`config.mk`:
```
export PLATFORM = sky130hd
export DESIGN_NAME = vram_arb
export DESIGN_NICKNAME = d
export VERILOG_FILES = /design/src/rtl/vram_arb.sv
export SDC_FILE = /design/constraint.sdc
export NUM_CORES = 1
export LEC_CHECK = 0
export ABC_AREA = 1
export CORE_MARGIN = 2
export CORE_UTILIZATION = 35
export DETAILED_ROUTE_END_ITERATION = 6
export PLACE_DENSITY = 0.8
export SYNTH_ARGS = -nofsm -noshare
export SYNTH_HDL_FRONTEND = slang
export SYNTH_SLANG_ARGS = --single-unit
```
`constraint.sdc`:
```
create_clock -name clk -period 2 [get_ports clk]
set_clock_uncertainty 0.2 [all_clocks]
set_input_delay 0.4 -clock clk [delete_from_list [all_inputs] [get_ports clk]]
set_output_delay 0.4 -clock clk [all_outputs]
set_load 0.02 [all_outputs]
```
`src/rtl/vram_arb.sv`:
```
// VRAM arbiter: video generator has absolute priority; blitter and copper share the remaining slots.
// Define VRAM_ARB_ROUND_ROBIN_EN for round-robin blit/cop arbitration, otherwise blit has fixed priority.
module vram_arb #(
  parameter int unsigned ADDR_W = 16
) (
  input  logic              clk,
  input  logic              reset_i,
  // video generator
  input  logic              vgen_sel_i,
  input  logic [ADDR_W-1:0] vgen_addr_i,
  output logic [15:0]       vgen_data_o,
  output logic              vgen_valid_o,
  // blitter
  input  logic              blit_req_i,
  input  logic              blit_wr_i,
  input  logic [3:0]        blit_mask_i,
  input  logic [ADDR_W-1:0] blit_addr_i,
  input  logic [15:0]       blit_data_i,
  output logic              blit_ack_o,
  output logic [15:0]       blit_data_o,
  output logic              blit_valid_o,
  // copper
  input  logic              cop_req_i,
  input  logic [ADDR_W-1:0] cop_addr_i,
  output logic              cop_ack_o,
  output logic [15:0]       cop_data_o,
  output logic              cop_valid_o,
  // VRAM
  output logic              vram_sel_o,
  output logic              vram_wr_o,
  output logic [3:0]        vram_mask_o,
  output logic [ADDR_W-1:0] vram_addr_o,
  output logic [15:0]       vram_data_o,
  input  logic [15:0]       vram_data_i
);

  localparam logic [1:0] TAG_NONE = 2'd0;
  localparam logic [1:0] TAG_VGEN = 2'd1;
  localparam logic [1:0] TAG_BLIT = 2'd2;
  localparam logic [1:0] TAG_COP  = 2'd3;

  logic        grant_blit;
  logic        grant_cop;
  logic [1:0]  tag_d;
  logic [1:0]  tag_q;
  logic [15:0] vgen_hold_q;
  logic [15:0] blit_hold_q;
  logic [15:0] cop_hold_q;

`ifdef VRAM_ARB_ROUND_ROBIN_EN
  // 1 = copper was served last, so blit wins the next contested slot
  logic rr_last_q;
`endif

  // Grant selection for the slots video leaves free; no grants while in reset
  always_comb begin
    grant_blit = 1'b0;
    grant_cop  = 1'b0;
    if (!vgen_sel_i && !reset_i) begin
`ifdef VRAM_ARB_ROUND_ROBIN_EN
      if (blit_req_i && (!cop_req_i || rr_last_q)) grant_blit = 1'b1;
      else if (cop_req_i)                          grant_cop  = 1'b1;
`else
      if (blit_req_i)     grant_blit = 1'b1;
      else if (cop_req_i) grant_cop  = 1'b1;
`endif
    end
  end

  // VRAM command and read-return tag for this cycle
  always_comb begin
    vram_sel_o  = vgen_sel_i | grant_blit | grant_cop;
    vram_wr_o   = grant_blit & blit_wr_i;
    vram_mask_o = vram_wr_o ? blit_mask_i : 4'b0000;
    vram_data_o = blit_data_i;
    vram_addr_o = blit_addr_i;
    if (vgen_sel_i)     vram_addr_o = vgen_addr_i;
    else if (grant_cop) vram_addr_o = cop_addr_i;
    tag_d = TAG_NONE;
    if (vgen_sel_i)                    tag_d = TAG_VGEN;
    else if (grant_blit && !blit_wr_i) tag_d = TAG_BLIT;
    else if (grant_cop)                tag_d = TAG_COP;
  end

  assign blit_ack_o = grant_blit;
  assign cop_ack_o  = grant_cop;

  always_ff @(posedge clk or posedge reset_i) begin
    if (reset_i) begin
      tag_q       <= TAG_NONE;
      vgen_hold_q <= 16'h0000;
      blit_hold_q <= 16'h0000;
      cop_hold_q  <= 16'h0000;
    end else begin
      tag_q <= tag_d;
      if (tag_q == TAG_VGEN) vgen_hold_q <= vram_data_i;
      if (tag_q == TAG_BLIT) blit_hold_q <= vram_data_i;
      if (tag_q == TAG_COP)  cop_hold_q  <= vram_data_i;
    end
  end

`ifdef VRAM_ARB_ROUND_ROBIN_EN
  always_ff @(posedge clk or posedge reset_i) begin
    if (reset_i)         rr_last_q <= 1'b1;
    else if (grant_blit) rr_last_q <= 1'b0;
    else if (grant_cop)  rr_last_q <= 1'b1;
  end
`endif

  // Returned data is visible in the valid cycle, then held until the owner's next valid
  always_comb begin
    vgen_valid_o = (tag_q == TAG_VGEN);
    blit_valid_o = (tag_q == TAG_BLIT);
    cop_valid_o  = (tag_q == TAG_COP);
    vgen_data_o  = vgen_valid_o ? vram_data_i : vgen_hold_q;
    blit_data_o  = blit_valid_o ? vram_data_i : blit_hold_q;
    cop_data_o   = cop_valid_o  ? vram_data_i : cop_hold_q;
  end

endmodule

```
# Yosys cells after proc, flatten, opt, wreduce, memory -nomap -nowiden
# Cells that the tools add are included.
# W data, S select, Z words.
[word_totals]
ff_bits = 50
in_bits = 90
output_inout_bits = 91
wordCells = 29
[classes]
eq_ne = 3
muxes = 14
n_bitwise = 3
reduce_logical = 5
[op_table]
columns = ["op", "n"]
rows = [
  ["$mux W16", 5],
  ["$mux W2", 3],
  ["$mux W1", 5],
  ["$eq A2 B2 Y1 const B", 2],
  ["$mux W4", 1],
  ["$logic_not A1 Y1", 3],
  ["$eq A2 B1 Y1 const B", 1],
  ["$logic_and A1 B1 Y1", 2],
  ["$or A1 B1 Y1", 2],
  ["$and A1 B1 Y1", 1],
]

# Longest topological paths before layout
# Gate-level depths: netlist (run 1).
[logic_depth]
ltp_word = 6
ltp_mapped = 7
mapped_depth_nobuf = 6

# Worst setup path after synthesis (run 1)
# Ideal clock, no wire load.
[synth_path]
kind = "input-to-output"
start = "input vgen_sel_i"
end = "output vram_mask_o[0]"
arrival_time_ns = 1.233
required_time_ns = 1.400
slack_ns = 0.167
cell_stages = 6
path_buffers = 1
path_cell_list = "buf_6 nor2_8 nand2_1 inv_2 nand2_2 nor2_1"
[synth_between]
elab_chain_cells = 5
[synth_rtl]
columns = ["item", "line_no", "source"]
rows = [
  ["start, declared", "9", "input logic vgen_sel_i,"],
  ["$logic_not A1 Y1", "59", "if (!vgen_sel_i && !reset_i) begin"],
  ["$logic_and A1 B1 Y1", "59", ""],
  ["$mux W1", "59", ""],
  ["via blit_ack_o", "19", "output logic blit_ack_o,"],
  ["$and A1 B1 Y1", "73", "vram_wr_o = grant_blit & blit_wr_i;"],
  ["$mux W4", "74", "vram_mask_o = vram_wr_o ? blit_mask_i : 4'b0000;"],
  ["end, declared", "31", "output logic [3:0] vram_mask_o,"],
]
# The timed path passes the listed nets, and every way through them passes these cells.

# Final worst setup path (run 1)
[layout_path]
start = "register tag_q[0]"
end = "output blit_data_o[15]"
[layout_between]
elab_chain_cells = 2
[layout_rtl]
columns = ["item", "line_no", "source"]
rows = [
  ["start, declared", "45", "logic [1:0] tag_q;"],
  ["start signal, assigned", "95", "tag_q <= tag_d;"],
  ["$eq A2 B2 Y1", "113", "blit_valid_o = (tag_q == TAG_BLIT);"],
  ["$mux W16", "-", ""],
  ["end, declared", "20", "output logic [15:0] blit_data_o,"],
]
# No other way between the ends.

==> impl_metrics.csv, run 1 <==
group,metric,value,unit
power_and_ir_drop,ir_drop,0.000398,V
run_status,violations,"negative setup slack",
final_layout,final_cells,608,
final_layout,nFillCells,514,
yosys,synth-seq-area-share,0.481,
routing,vias_per_cell,4.82,
place,dp.cells,581,
clock_tree,clock_latency,0.31,ns
worst_setup_path,crit_family,"flip-flops",
power_and_ir_drop,power.leakage,2.57,nW
final_layout,syn_to_final_growth,97.1,%
floorplan,start_util,0.361,
floorplan,die_area,0.00814,mm²
timing,tns,-1.81,ns
routing,via_count,2928,
worst_setup_path,criticalPathCategory,"reg2out",
worst_setup_path,worstPathArrival,1.53,ns
global_route,grt_usage,0.220,
floorplan,die_h,90.2,µm
worst_setup_path,crit_required,1.40,ns
place,dp_hpwl,6150,µm
routing,drtIter0Drc,98,
timing,fmax,0.469,GHz
timing,hold_violations,0,
timing,min_period,2.13,ns
yosys,ys_ff_latch,50,
power_and_ir_drop,power,3.97,mW
place,io_buffers,148,
final_layout,mostFrequentLayoutCell,"nand2_1",
worst_setup_path,crit_path_end_kind,"output port",
global_route,grt_first_pass_wirelength,14500,µm
yosys,synth.distinct_cells,16,
yosys,yosysWarnings,0,
worst_setup_path,start_kind,"flip-flop",
clock_tree,clock-sinks,50,
yosys,synth_nets,410,
worst_setup_path,cp_max_fo,12,
global_route,gr-total-overflow,0,
final_layout,drive_gt1_frac,0.454,
clock_tree,clkSlewWorstSetupHoldPaths,0.10,ns
place,gp_congestion,0.779,
run_status,outcome,"finished with violations",
global_route,grt_max_degree,45,
global_route,met2_usage,0.418,
final_layout,multi_input_area,0.00133,mm²
timing,slew_viol_final,0,
timing,setup_violations,28,
worst_setup_path,cpPeakStageDelay,0.40,ns
clock_tree,cts_buffers,5,
final_layout,final_net_count,598,
routing,drc_errors,0,
floorplan,row_count,31,
global_route,grtUsageMet3,0.0478,
floorplan,die_w,90.2,µm
worst_setup_path,crit_buf_inv,2,
floorplan,io_pins,181,
timing,whs,0.302,ns
yosys,netlist_area,0.00260,mm²
timing,worstMarginPinSlew,0.264,ns
clock_tree,clockRootBuffer,"clkbuf_8",
clock_tree,ctsLongestPathBuffers,2,
worst_setup_path,path_cells,"or2_4 -> buf_12 -> o21ai_4 -> buf_6",
final_layout,seq_area,0.00125,mm²
final_layout,final_cell_mix,"nand2_1, clkdlybuf4s50_1, buf_4",
worst_setup_path,crit_slowest_cell,"dfrtp_1",
timing,maxSlewHeadroom,0.824,
job,cap_violations,0,
global_route,grt_pass1_vias,2965,
clock_tree,cts_tree,"done",
global_route,grt-busiest-layer,"met2",
yosys,netlist_instances,320,
worst_hold_path,hp-class,"reg2reg",
clock_tree,cts-htree-levels,2,
yosys,synth_area_per_cell,8.13,µm²
floorplan,core,0.00721,mm²
routing,routed_wl,10400,µm
global_route,grt_antenna_before_repair,0,
final_layout,antenna-diode-count,0,
timing,finalCritPeriodShare,1.07,
routing,antenna_left,0,
power_and_ir_drop,p_per_area,774,mW/mm²
routing,wl_per_cell,17.1,µm
timing,rsz0062_at_grt,"yes",
timing,finalWorstSetupSlack,-0.134,ns
routing,dr.pass1.iters,4,
global_route,use_met1,0.234,
kinds of logic (layout without fill, tap and decap cells):
kind of cell / count (synthesis) / after routing / synth area share
buf+inv: 79 / 268 / 0.157
compound gates: 49 / 49 / 0.117
simple gates: 142 / 142 / 0.244
flops: 50 / 50 / 0.481
synthesized netlist by cell type:
library cell   n  share of area
nand2_1       88           0.13
dfrtp_1       50           0.48
inv_1         44          0.063
nand3_1       33          0.063
o21ai_0       33          0.063
buf_4         18          0.052
o21ai_2       16          0.054
nand2_2       14          0.034
buf_2          6          0.012
buf_6          5          0.022
clkbuf_1       4         0.0058
nor2_1         4         0.0058
inv_2          2         0.0029
nor2_4         1         0.0043
nor2_8         1         0.0077
or2_1          1         0.0024
sequential cells by signal (all words and copies together) (netlist names):
name,cells
blit_hold_q,16
vgen_hold_q,16
tag_q,2
cop_hold_q,16
routing by layer:
layer,wire length (µm),vias up,share of wire
li1,-,1354,-
met5,0,-,0
met2,5800,129,0.56
met1,3700,1415,0.35
met4,338,0,0.032
met3,588,30,0.056
metrics by stage:
| stage | utilization | worst slack [ns] | cell area [µm²] |
|---|---|---|---|
| 4_1_cts | 0.649 | -0.163 | 4680 |
| 3_3_place_gp | 0.611 | -0.718 | 4410 |
| 5_1_grt | 0.711 | -0.171 | 5130 |
| 6_report | 0.711 | -0.134 | 5130 |
| 3_5_place_dp | 0.611 | -0.756 | 4410 |
| 2_1_floorplan | - | 0.167 | 2600 |
final timing paths:
check	from	endpoint	slack, ns	depth (start not counted)
worst max-delay path	tag_q[0]	blit_data_o[15]	-0.13	4
worst min-delay path	vgen_hold_q[13]	vgen_hold_q[13]	0.30	2
worst max register to register	tag_q[0]	blit_hold_q[15]	0.39	6
worst min register to register	vgen_hold_q[13]	vgen_hold_q[13]	0.30	2
max in group asynchronous	reset_i	tag_q[1]	0.65	5
min in group asynchronous	reset_i	blit_hold_q[15]	0.49	4
report_power, final:
part | internal (mW) | switching, mW
sequential | 1.22 | 0.0995
clock | 0.248 | 0.350
combinational | 1.04 | 1.01
area by class of cell:
cell class | count | share of cell area
timing repair buffer | 214 | 0.423
multi-input combinational | 191 | 0.258
sequential | 50 | 0.244
inverter | 46 | 0.0337
tap | 99 | 0.0242
clock buffer | 6 | 0.0142
clock inverter | 2 | 0.00268
worst register-to-register path: stages, from the launching register on:
cell and delay (ns):
dfrtp_1 0.40, or2_4 0.33, buf_12 0.18, nand2_2 0.09
o21ai_4 0.07, buf_4 0.14, buf_4 0.12
repair_timing:
item                                   4_1_cts  5_1_grt
pin swaps                                    3        7
gates cloned                                 5        3
endpoints found under the hold margin        0        6
gates resized for setup                    442      133
hold buffers                                 0        1
setup buffers                                4        8
setup endpoints to repair                   75       74
(Power assumes the default switching activity.)
==> run 2: changes to the inputs <==
--- a/config.mk
+++ b/config.mk
@@ -10,6 +10,7 @@
 export CORE_UTILIZATION = 35
 export DETAILED_ROUTE_END_ITERATION = 6
 export PLACE_DENSITY = 0.8
+export SKIP_LAST_GASP = 1
 export SYNTH_ARGS = -nofsm -noshare
 export SYNTH_HDL_FRONTEND = slang
 export SYNTH_SLANG_ARGS = --single-unit
==> run 2 against run 1 <==
The flow still finishes with violations (negative setup slack); routed wire length decreased by 6.4%; sequential share of layout area increased by 1.1 points; sequential power about the same; utilization decreased by 2.9 points; worst setup slack improved by 0.014 ns; worst hold slack got worse by 0.0021 ns; largest cell class unchanged.
==> impl_metrics.csv, run 2 (synthesis gave the netlist of run 1 again) <==
group,metric,value,unit
run_status,outcome,"finished with violations",
run_status,violations,"negative setup slack",
worst_setup_path,cp_common_cell,"buf_6",
timing,finalCritPeriodShare,1.06,
final_layout,drive_gt1_frac,0.406,
worst_hold_path,hp-class,"reg2reg",
floorplan,io_pins,181,
place,gp_congestion,0.779,
clock_tree,clockRootBuffer,"clkbuf_8",
clock_tree,clkSlewWorstSetupHoldPaths,0.09,ns
floorplan,die_h,90.2,µm
timing,slew_viol_final,0,
worst_setup_path,path_cells,"or2_4 -> buf_6 -> o21ai_4 -> buf_6",
global_route,grt_first_pass_wirelength,14500,µm
clock_tree,clock-sinks,50,
routing,routed_wl,9760,µm
floorplan,start_util,0.361,
clock_tree,cts_tree,"done",
routing,drtIter0Drc,118,
floorplan,core,0.00721,mm²
timing,rsz0062_at_grt,"yes",
worst_setup_path,cp_max_fo,10,
power_and_ir_drop,p_per_area,760,mW/mm²
job,cap_violations,0,
routing,drc_errors,0,
global_route,grt_antenna_before_repair,0,
power_and_ir_drop,power.leakage,2.52,nW
final_layout,final_cell_mix,"nand2_1, clkdlybuf4s50_1, buf_4",
final_layout,biggestRegsByFlops,"blit_hold_q x16, cop_hold_q x16, vgen_hold_q x16",
power_and_ir_drop,power,3.73,mW
final_layout,mostFrequentLayoutCell,"nand2_1",
final_layout,syn_to_final_growth,88.9,%
global_route,grt_usage,0.221,
clock_tree,clock_latency,0.30,ns
power_and_ir_drop,ir_drop,0.000307,V
worst_setup_path,crit_path_end_kind,"output port",
clock_tree,cts-htree-levels,2,
routing,via_count,2938,
worst_setup_path,criticalPathCategory,"reg2out",
worst_setup_path,crit_required,1.40,ns
floorplan,die_w,90.2,µm
final_layout,final_net_count,594,
timing,setup_violations,39,
worst_setup_path,worstPathArrival,1.52,ns
clock_tree,ctsLongestPathBuffers,2,
timing,hold_violations,0,
place,dp_hpwl,6150,µm
timing,worstMarginPinSlew,0.243,ns
floorplan,die_area,0.00814,mm²
final_layout,final_area,0.00491,mm²
global_route,grt_max_degree,45,
timing,maxSlewHeadroom,0.837,
place,placed_area,0.00441,mm²
clock_tree,cts_buffers,5,
routing,wl_per_cell,16.2,µm
worst_setup_path,crit_family,"flip-flops",
worst_setup_path,crit_buf_inv,2,
worst_setup_path,reg2reg_slack,0.39,ns
timing,finalWorstSetupSlack,-0.121,ns
routing,antenna_left,0,
final_layout,antenna-diode-count,0,
routing,vias_per_cell,4.86,
global_route,gr-total-overflow,0,
place,io_buffers,148,
timing,min_period,2.12,ns
global_route,grt_pass1_vias,3016,
worst_setup_path,cpPeakStageDelay,0.40,ns
floorplan,row_count,31,
worst_setup_path,crit_slowest_cell,"dfrtp_1",
timing,fmax,0.472,GHz
worst_setup_path,start_kind,"flip-flop",
routing,dr.pass1.iters,4,
[run 2: area by class of cell]
class | instances | area (µm²)
fillers | 553 | 2300
repair buffers | 210 | 2120
flip-flops and latches | 50 | 1250
multi-input cells | 191 | 1160
inverters | 46 | 173
well taps | 99 | 124
clock buffers | 6 | 72.6
clock inverters | 2 | 13.8
[run 2: final timing paths]
kind                                  from         endpoint  depth (start not counted)
max                               tag_q[0]  blit_data_o[12]                          4
min                        vgen_hold_q[13]  vgen_hold_q[13]                          2
max reg2reg                       tag_q[0]  blit_hold_q[15]                          6
min reg2reg                vgen_hold_q[13]  vgen_hold_q[13]                          2
max in group asynchronous          reset_i         tag_q[0]                          5
min in group asynchronous          reset_i  blit_hold_q[15]                          4
[run 2: worst register-to-register path, cell delays in order (launching register included)]
cell     delay (ns)
dfrtp_1        0.40
or2_4          0.32
buf_12         0.18
nand2_2        0.09
o21ai_4        0.07
buf_4          0.13
buf_4          0.12
[run 2: routing by layer]
layer  vias to the layer above  share of wire  GRT usage
met2                       134           0.54      0.422
met4                         0          0.033     0.0974
met5                         -              0          0
met1                      1415           0.36      0.228
li1                       1355              -          -
met3                        34          0.068     0.0495
[run 2: stage by stage]
stage | worst slack [ns] | hold slack [ns] | util | TNS (ns) | instances
floorplan | 0.167 | 0.309 | - | 0 | 320
global placement | -0.718 | 0.254 | 0.611 | -34.67 | 581
finish | -0.121 | 0.300 | 0.681 | -2.35 | 604
global route | -0.174 | 0.336 | 0.681 | -5.63 | 604
detailed placement | -0.756 | 0.263 | 0.611 | -35.84 | 581
CTS | -0.189 | 0.0491 | 0.658 | -3.84 | 598
[run 2: power by group]
part           internal [mW]  leakage (nW)  total (mW)  switching, mW
Sequential              1.22         0.608        1.30         0.0846
Clock                  0.247        0.0452       0.583          0.336
Combinational          0.922          1.86        1.85          0.928
Total                   2.39          2.52        3.73           1.35
[run 2: repair_timing]
action | in CTS | in global routing
endpoints found under the setup margin | 75 | 74
pin swaps | 3 | 7
resized for setup | 415 | 101
gates cloned | 5 | 3
hold buffers | 0 | 1
buffers inserted | 4 | 4
hold endpoints to repair | 0 | 6
